$ cat src/rtl/addsub_pkg.sv
// Shared types and constants for the add/sub result path: the record layout,
// the operation codes and the accumulator FSM states.
package addsub_pkg;

    localparam int unsigned REC_W = 6;

    localparam logic OP_ADD = 1'b0;
    localparam logic OP_SUB = 1'b1;

    typedef enum logic [1:0] {
        StIdle,
        StAcc,
        StHold
    } state_e;

    typedef struct packed {
        logic       op;
        logic       cy;
        logic [3:0] f;
    } rec_t;

endpackage

$ cat src/rtl/sm_to_twos.sv
// Combinational decoder from an add/sub result record {op, cy, f} to a 6-bit
// two's-complement value.
module sm_to_twos
    import addsub_pkg::*;
(
    input  rec_t                    rec,
    output logic signed [REC_W-1:0] val
);

    always_comb begin
        val = '0;
        if (rec.op == OP_ADD) begin
            val = {1'b0, rec.cy, rec.f};
        end else if (rec.cy) begin
            // Negative zero (cy=1, f=0) falls out as 0.
            val = -$signed({2'b00, rec.f});
        end else begin
            val = {2'b00, rec.f};
        end
    end

endmodule

$ cat src/rtl/addsub_result_accumulator.sv
// Saturating accumulator over decoded add/sub result records; emits one
// {sum, count, sat} beat per batch on flush or when the record count fills.
module addsub_result_accumulator
    import addsub_pkg::*;
#(
    parameter int unsigned ACC_W = 10,
    parameter int unsigned CNT_W = 4
) (
    input  logic                    clk,
    input  logic                    rst_n,
    input  logic                    in_valid,
    output logic                    in_ready,
    input  logic                    in_op,
    input  logic                    in_cy,
    input  logic [3:0]              in_f,
    input  logic                    flush,
    output logic                    out_valid,
    input  logic                    out_ready,
    output logic signed [ACC_W-1:0] out_sum,
    output logic [CNT_W-1:0]        out_count,
    output logic                    out_sat,
    output logic                    busy
);

    localparam logic [CNT_W-1:0]        CNT_FULL = '1;
    localparam logic signed [ACC_W-1:0] ACC_MAX  = {1'b0, {(ACC_W-1){1'b1}}};
    localparam logic signed [ACC_W-1:0] ACC_MIN  = {1'b1, {(ACC_W-1){1'b0}}};

    state_e                    state_q, state_d;
    logic signed [ACC_W-1:0]   acc_q, acc_d;
    logic [CNT_W-1:0]          cnt_q, cnt_d;
    logic                      sat_q, sat_d;
    logic signed [ACC_W-1:0]   out_sum_q, out_sum_d;
    logic [CNT_W-1:0]          out_count_q, out_count_d;
    logic                      out_sat_q, out_sat_d;

    rec_t                      rec;
    logic signed [REC_W-1:0]   rec_val;
    logic signed [ACC_W:0]     sum_wide;
    logic                      overflow;
    logic signed [ACC_W-1:0]   sum_sat;
    logic                      accept;

    assign rec = {in_op, in_cy, in_f};

    sm_to_twos u_dec (
        .rec (rec),
        .val (rec_val)
    );

    // One guard bit is enough: a 6-bit operand cannot overflow it for ACC_W >= 6.
    assign sum_wide = {acc_q[ACC_W-1], acc_q}
                    + {{(ACC_W+1-REC_W){rec_val[REC_W-1]}}, rec_val};
    assign overflow = sum_wide[ACC_W] != sum_wide[ACC_W-1];

    always_comb begin
        sum_sat = sum_wide[ACC_W-1:0];
        if (overflow) begin
            sum_sat = sum_wide[ACC_W] ? ACC_MIN : ACC_MAX;
        end
    end

    // Gated by rst_n so the upstream never sees ready while reset is held.
    assign in_ready  = rst_n && (state_q != StHold);
    assign out_valid = (state_q == StHold);
    assign busy      = (state_q != StIdle);
    assign accept    = in_valid && in_ready;

    assign out_sum   = out_sum_q;
    assign out_count = out_count_q;
    assign out_sat   = out_sat_q;

    always_comb begin
        state_d     = state_q;
        acc_d       = acc_q;
        cnt_d       = cnt_q;
        sat_d       = sat_q;
        out_sum_d   = out_sum_q;
        out_count_d = out_count_q;
        out_sat_d   = out_sat_q;

        unique case (state_q)
            StIdle, StAcc: begin
                if (accept) begin
                    acc_d   = sum_sat;
                    cnt_d   = cnt_q + 1'b1;
                    sat_d   = sat_q | overflow;
                    state_d = StAcc;
                end
                if (flush || (accept && cnt_d == CNT_FULL)) begin
                    state_d     = StHold;
                    out_sum_d   = acc_d;
                    out_count_d = cnt_d;
                    out_sat_d   = sat_d;
                end
            end
            StHold: begin
                if (out_ready) begin
                    state_d = StIdle;
                    acc_d   = '0;
                    cnt_d   = '0;
                    sat_d   = 1'b0;
                end
            end
            default: state_d = StIdle;
        endcase
    end

    always_ff @(posedge clk or negedge rst_n) begin
        if (!rst_n) begin
            state_q     <= StIdle;
            acc_q       <= '0;
            cnt_q       <= '0;
            sat_q       <= 1'b0;
            out_sum_q   <= '0;
            out_count_q <= '0;
            out_sat_q   <= 1'b0;
        end else begin
            state_q     <= state_d;
            acc_q       <= acc_d;
            cnt_q       <= cnt_d;
            sat_q       <= sat_d;
            out_sum_q   <= out_sum_d;
            out_count_q <= out_count_d;
            out_sat_q   <= out_sat_d;
        end
    end

endmodule

$ cat config.mk
export PLATFORM = sky130hd
export DESIGN_NAME = addsub_result_accumulator
export DESIGN_NICKNAME = d
export VERILOG_FILES = /design/src/rtl/addsub_pkg.sv /design/src/rtl/sm_to_twos.sv /design/src/rtl/addsub_result_accumulator.sv
export SDC_FILE = /design/constraint.sdc
export NUM_CORES = 1
export LEC_CHECK = 0
export CELL_PAD_IN_SITES_DETAIL_PLACEMENT = 2
export CELL_PAD_IN_SITES_GLOBAL_PLACEMENT = 2
export CORE_MARGIN = 2
export CORE_UTILIZATION = 34
export CTS_BUF_LIST = sky130_fd_sc_hd__clkbuf_16
export CTS_CLUSTER_SIZE = 20
export DETAILED_ROUTE_END_ITERATION = 6
export PLACE_DENSITY_LB_ADDON = 0.1
export SYNTH_ARGS = -nofsm -noshare
export SYNTH_HDL_FRONTEND = slang
export SYNTH_SLANG_ARGS = --single-unit
$ cat constraint.sdc
create_clock -name clk -period 3.2 [get_ports clk]
set_clock_uncertainty 0.2 [all_clocks]
set_input_delay 0.32 -clock clk [delete_from_list [all_inputs] [get_ports clk]]
set_output_delay 0.32 -clock clk [all_outputs]
set_load 0.01 [all_outputs]
-- Word-level counts from Yosys, hierarchy flattened
Cells that the tools add are included.
- $add $sub $neg: 3
- equality and inequality tests: 7
- mux-type cells: 18
- bitwise logic cells: 1
- reduce and logical (&&, ||, !) cells: 11
- operators by type and width (cell ; count):
    $mux W10 ; 4
    $pmux W10 S2 ; 1
    $mux W4 ; 3
    $mux W6 ; 2
    $add A10 B6 Y11 ; 1
    $pmux W4 S2 ; 1
    $mux W2 ; 3
    $neg A4 Y6 ; 1
    $reduce_and A2 Y1 ; 3
    $add A4 B1 Y4 const B ; 1
    $eq A4 B4 Y1 const B ; 1
    $pmux W2 S2 ; 1
    $reduce_bool A2 Y1 ; 2
    $logic_and A1 B1 Y1 ; 3
    $ne A3 B3 Y1 const B ; 1
    $eq A2 B1 Y1 const B ; 1
    $eq A2 B2 Y1 const B ; 1
    $logic_not A2 Y1 ; 1
    $mux W1 ; 2
    $ne A2 B1 Y1 const B ; 1
    $ne A2 B2 Y1 const B ; 1
    $pmux W1 S2 ; 1
    $reduce_or A2 Y1 ; 1
    $logic_or A1 B1 Y1 ; 1
    other kinds (2) ; 2
- flip-flop bits (word level): 32
- input bits: 11
- output and inout bits: 18
- logic and storage cells: 47

-- Depth between registers and ports, before layout
- depth in word-level cells: 10
- gate-level depth with buffers: 13
- mapped depth without buffers: 11

-- Hierarchy
From an unflattened synthesis, not the netlist that was laid out.
- cell total of the unflattened synthesis: 257
- area, all modules: 2244.7 sq um
- modules (own cells, without submodules) (module ; times used ; cells each ; area an instance (sq um)):
    addsub_result_accumulator ; 1 ; 243 ; 2140.8
    sm_to_twos ; 1 ; 14 ; 103.8

-- Worst setup path after synthesis
OpenSTA, ideal clock, no wires.
- path kind: input to register
- start point: input in_f[0]
- end point: register acc_q[0]
- setup time: 0.123 ns
- arrival: 2.520 ns
- path slack: 0.357 ns
- stages on the path: 12
- path through: inv_1 > ha_1 > mux2_2 > ha_1 > a21o_1 > a21oi_1 > o311a_1 > buf_6 > mux2_4 > buf_6 > a32oi_1 > nand2_1
- longest elaborated chain between the ends: 8
- elaborated cells on any way between the ends: 9
- those cells by class: add/sub (2); eq/ne (1); mux (6)
- RTL lines (what ; line ; source):
    from (decl) ; addsub_result_accumulator.sv:15 ; input logic [3:0] in_f,
    $neg A4 Y6 ; sm_to_twos.sv:16 ; val = -$signed({2'b00, rec.f});
    $mux W6 ; sm_to_twos.sv:14 ; end else if (rec.cy) begin
    $mux W6 (*) ; sm_to_twos.sv:12 ; if (rec.op == OP_ADD) begin
    $add A10 B6 Y11 (*) ; addsub_result_accumulator.sv:53 ; + {{(ACC_W+1-REC_W){rec_val[REC_W-1]}}, rec_val};
    $mux W10 or $ne A1 B1 Y1 (tied branches) ; addsub_result_accumulator.sv:59, addsub_result_accumulator.sv:54 ;
    $mux W10 (*) ; addsub_result_accumulator.sv:58 ; if (overflow) begin
    $mux W10 (*) ; addsub_result_accumulator.sv:84 ; if (accept) begin
    $pmux W10 S2 (*) ; addsub_result_accumulator.sv:82 ; unique case (state_q)
    to (signal assigned) ; addsub_result_accumulator.sv:112 ; acc_q <= '0;
    to (signal assigned) ; addsub_result_accumulator.sv:120 ; acc_q <= acc_d;
    to (decl) ; addsub_result_accumulator.sv:30 ; logic signed [ACC_W-1:0] acc_q, acc_d;
Mark *: on every way between the ends. The rest lies on a longest branch, timed or not.
A chain may end at the register's enable or synchronous reset.

-- Final worst setup path
- start point: input in_op
- end point: register acc_q[5]
- longest elaborated chain between the ends: 6
- elaborated cells on any way between the ends: 7
- those cells by class: add/sub (1); eq/ne (1); mux (5)
- RTL lines (what ; line ; source):
    from (decl) ; addsub_result_accumulator.sv:13 ; input logic in_op,
    $mux W6 (*) ; sm_to_twos.sv:12 ;
    $add A10 B6 Y11 (*) ; addsub_result_accumulator.sv:53 ;
    $mux W10 or $ne A1 B1 Y1 (tied branches) ; addsub_result_accumulator.sv:59, addsub_result_accumulator.sv:54 ;
    $mux W10 (*) ; addsub_result_accumulator.sv:58 ;
    $mux W10 (*) ; addsub_result_accumulator.sv:84 ;
    $pmux W10 S2 (*) ; addsub_result_accumulator.sv:82 ;
Marked as above.

==> impl_metrics.toml <==
[outcome]
status = "finished, final reports clean"

[logic_synthesis]
synth_top_family_by_area = "compound AO/OA/AOI/OAI gates"
ys_top_cells_by_count = "32 x sky130_fd_sc_hd__dfrtp_1, 30 x sky130_fd_sc_hd__nand2_1, 24 x sky130_fd_sc_hd__nor2_1"
synth.net_count = 269
synthesis.area_per_instance_um2 = 9.071
synth.area.mux_share = 0.03109
synth_largest_area_cell = "sky130_fd_sc_hd__dfrtp_1"
yosysSeqAreaShare = 0.3618
synth-compound-area-share = 0.2493
mappedNetlistArea_um2 = 2213
post-synth-top-count-cell = "sky130_fd_sc_hd__dfrtp_1"
synth-edff-count = 0
synth_ff_type = "sky130_fd_sc_hd__dfrtp_1"
number_of_distinct_library_cells_after_synthesis = 58
yosysWarnings = 0
postSynth.asyncResetShare = 1.000
number_of_standard_cells_after_synthesis = 244
synth-simple-area-share = 0.1730
synth_top_area_frac = 0.3618
yosys_register_bits = 32
synth.area.top_cells = "sky130_fd_sc_hd__dfrtp_1 36%, sky130_fd_sc_hd__ha_1 7.3%, sky130_fd_sc_hd__nand2_1 5.1%, sky130_fd_sc_hd__nor2_1 4.1%, sky130_fd_sc_hd__a21oi_1 3.8%"
synthesized_area_fraction_occupied_by_adder_cells = 0.08253
post_synth_xor_area_fraction = 0.05088

[setup_path]
critical_path.startpoint = "in_op"
path_class = "in -> reg"
r2r-end = "acc_q[5]$_DFFE_PN0P_"
worst-r2r-cell-count = 10
r2r_setup_slack_ps = 480
critical_path.startpoint_type = "input pin"
critical_path_end = "acc_q[5]$_DFFE_PN0P_"
critical_path.reg2reg.startpoint = "acc_q[0]$_DFFE_PN0P_"
critical_path.max_fanout = 4
worstSetupEndpointType = "flip-flop"
critPathRequiredTime_ps = 3180
cp.arrival_ps = 3030

[clocking]
cts-buffers-inserted = 5
ctsRootBufferMaster = "sky130_fd_sc_hd__clkbuf_16"
clkLatencyLatePin_ps = 280
clk_pin_slew_worst_paths_ps = 50
tritoncts = "done"
holdBufCountCts = 0
clk_path_buf_depth = 2
cts-htree-levels = 2
cts_num_sinks = 32

[cells_and_area]
area_delta_synth_final_pct = 39.12
ant_diodes = 0
final.fill_count = 695
post-route-cell-area_um2 = 3079
num-nets-final = 334
regArea_um2 = 800.8
final_core_utilization = 0.4877
area_used_by_multi_input_combinational_logic_um2 = 1378
layout-drive-gt1-share = 0.2613
final_instance_count_without_filler_cells = 387

[global_route]
antenna_found_initial = 0
grt_start_max_net_pins = 30
global_route_wire_length_before_repair_mm = 12.12
grt_overflow_total = 0
grtUsageTotal = 0.2118
first_global_vias = 2339

[detailed_routing]
dr_total_vias = 2130
drt_pre_antenna_iters = 4
wire_per_inst_um = 19.01
viasPerCell = 5.504
first_iter_violations = 60
drcViolationCount = 0
antenna_violating_nets_post_route = 0
final_wirelength_mm = 7.357

[die]
ioPinCount = 29
die_w_um = 84.69
core_area_um2 = 6314
die_area_um2 = 7172
effective_utilization_at_floorplan = 0.3506
rows = 29
die_height_um = 84.69

[timing]
number_of_setup_violations_in_the_final_report = 0
slew-limit-headroom = 0.6000
fmax_mhz = 327.3
hold_ws_ps = 104.4
final_period_util = 0.9547
hold_viol_final = 0
tightestPinTransition_ps = 597.2
number_of_pins_exceeding_their_max_slew_limit_in_the_final_report = 0
layout_min_cycle_time_ps = 3055

[place]
detailed_place_hpwl_mm = 5.389
placed_cells_incl_taps = 378
place.gp.congestion = 0.8012
port_buffers = 28
place_area_um2 = 2821

[min_path]
worstHoldPathType = "in -> async"

[power]
vdd_ir_drop_max_v = 0.0003083
pwr_density_cell_nw_per_um2 = 617.3
cellLeakagePower_nw = 1.401

[job]
max_cap_violations = 0
==> power by group <==
part           total, mW  leakage (nW)  internal (mW)  switching [mW]
combinational      0.793         0.905          0.393           0.399
clock              0.537        0.0850          0.363           0.174
sequential         0.572         0.412          0.497          0.0748
==> cell families (layout without fill, tap and decap cells) <==
group / after synthesis / count (layout)
AOI/OAI and AO/OA: 76 / 76
and+or+nand+nor: 83 / 83
adders and majority gates: 14 / 14
DFF: 32 / 32
muxes: 6 / 6
xor gates and xnor gates: 12 / 12
buffers and inverters: 21 / 87
==> routing by layer <==
layer  vias to the layer above  share of wire  global-route usage
met5                         -              0                   0
met4                         0         0.0041             0.02597
met3                         4          0.025             0.04425
met2                        29           0.50              0.3672
met1                      1072           0.47              0.2808
li1                       1025              -                   -
==> placed cells by master (no fill, tap or decap), drive strengths merged, types with 3 or more instances in the layout <==
master         count
o31ai              6
a32oi              3
a21oi             18
ha                13
clkbuf             5
nand2             30
a21o               3
o211ai             4
xnor2              6
o21ai              9
a31oi             12
inv                9
dlymetal6s2s       3
nand3              8
dfrtp             32
a211oi             4
buf               43
nor2              24
xor2               6
clkdlybuf4s50     25
nor3               3
mux2               4
==> registers in the layout (all words and copies together), names as in the netlist <==
register   count
acc_q         10
out_sum       10
cnt_q          4
out_count      4
state_q        2
out_sat        1
sat_q          1
==> what timing repair did <==
action | 4_1_cts | 5_1_grt
setup endpoints to repair | 14 | 20
pin swaps | 2 | 13
resized for setup | 3 | 16
gates cloned | 0 | 0
setup buffers | 0 | 1
==> worst max-delay path, stage by stage <==
cell	delay, ps
sky130_fd_sc_hd__clkdlybuf4s50_1	490
sky130_fd_sc_hd__nand2_2	90
sky130_fd_sc_hd__mux2_2	250
sky130_fd_sc_hd__inv_1	60
sky130_fd_sc_hd__fa_2	360
sky130_fd_sc_hd__nand3b_1	210
sky130_fd_sc_hd__a211o_1	370
sky130_fd_sc_hd__a31o_2	260
sky130_fd_sc_hd__mux2i_1	160
sky130_fd_sc_hd__buf_4	150
sky130_fd_sc_hd__a21oi_1	70
sky130_fd_sc_hd__o31ai_1	250
==> worst min-delay path by stage <==
stage                                   endpoint  depth (start not counted)  slack (ps)              startpoint
after floorplan             acc_q[0]$_DFFE_PN0P_                          0        -180                   rst_n
after global placement    out_sum[9]$_DFFE_PN0P_                          1         300  out_sum[9]$_DFFE_PN0P_
after detailed placement  out_sum[9]$_DFFE_PN0P_                          1         300  out_sum[9]$_DFFE_PN0P_
after CTS                 state_q[1]$_DFFE_PN0P_                          1         110                   rst_n
after global routing      state_q[1]$_DFFE_PN0P_                          1         120                   rst_n
final                     state_q[1]$_DFFE_PN0P_                          1         100                   rst_n
==> cell type report <==
type / instances / share of cell area
clock buffers: 5 / 0.04063
repair buffers: 71 / 0.1983
multi-input cells: 191 / 0.4474
flip-flops and latches: 32 / 0.2601
well taps: 77 / 0.03129
clock inverters: 3 / 0.01260
inverters: 8 / 0.009752
==> per-stage QoR <==
step / setup TNS (ps) / total power [mW] / setup slack, ps
detailed placement: -5563 / 1.328 / -341.8
global route: -49.07 / 2.022 / -49.07
CTS: 0 / 1.881 / 0.2318
global placement: -4858 / 1.304 / -299.9
finish: 0 / 1.901 / 145.1
floorplan: 0 / 0.9606 / 357.2
No activity file was read; power rests on OpenSTA's default activity.
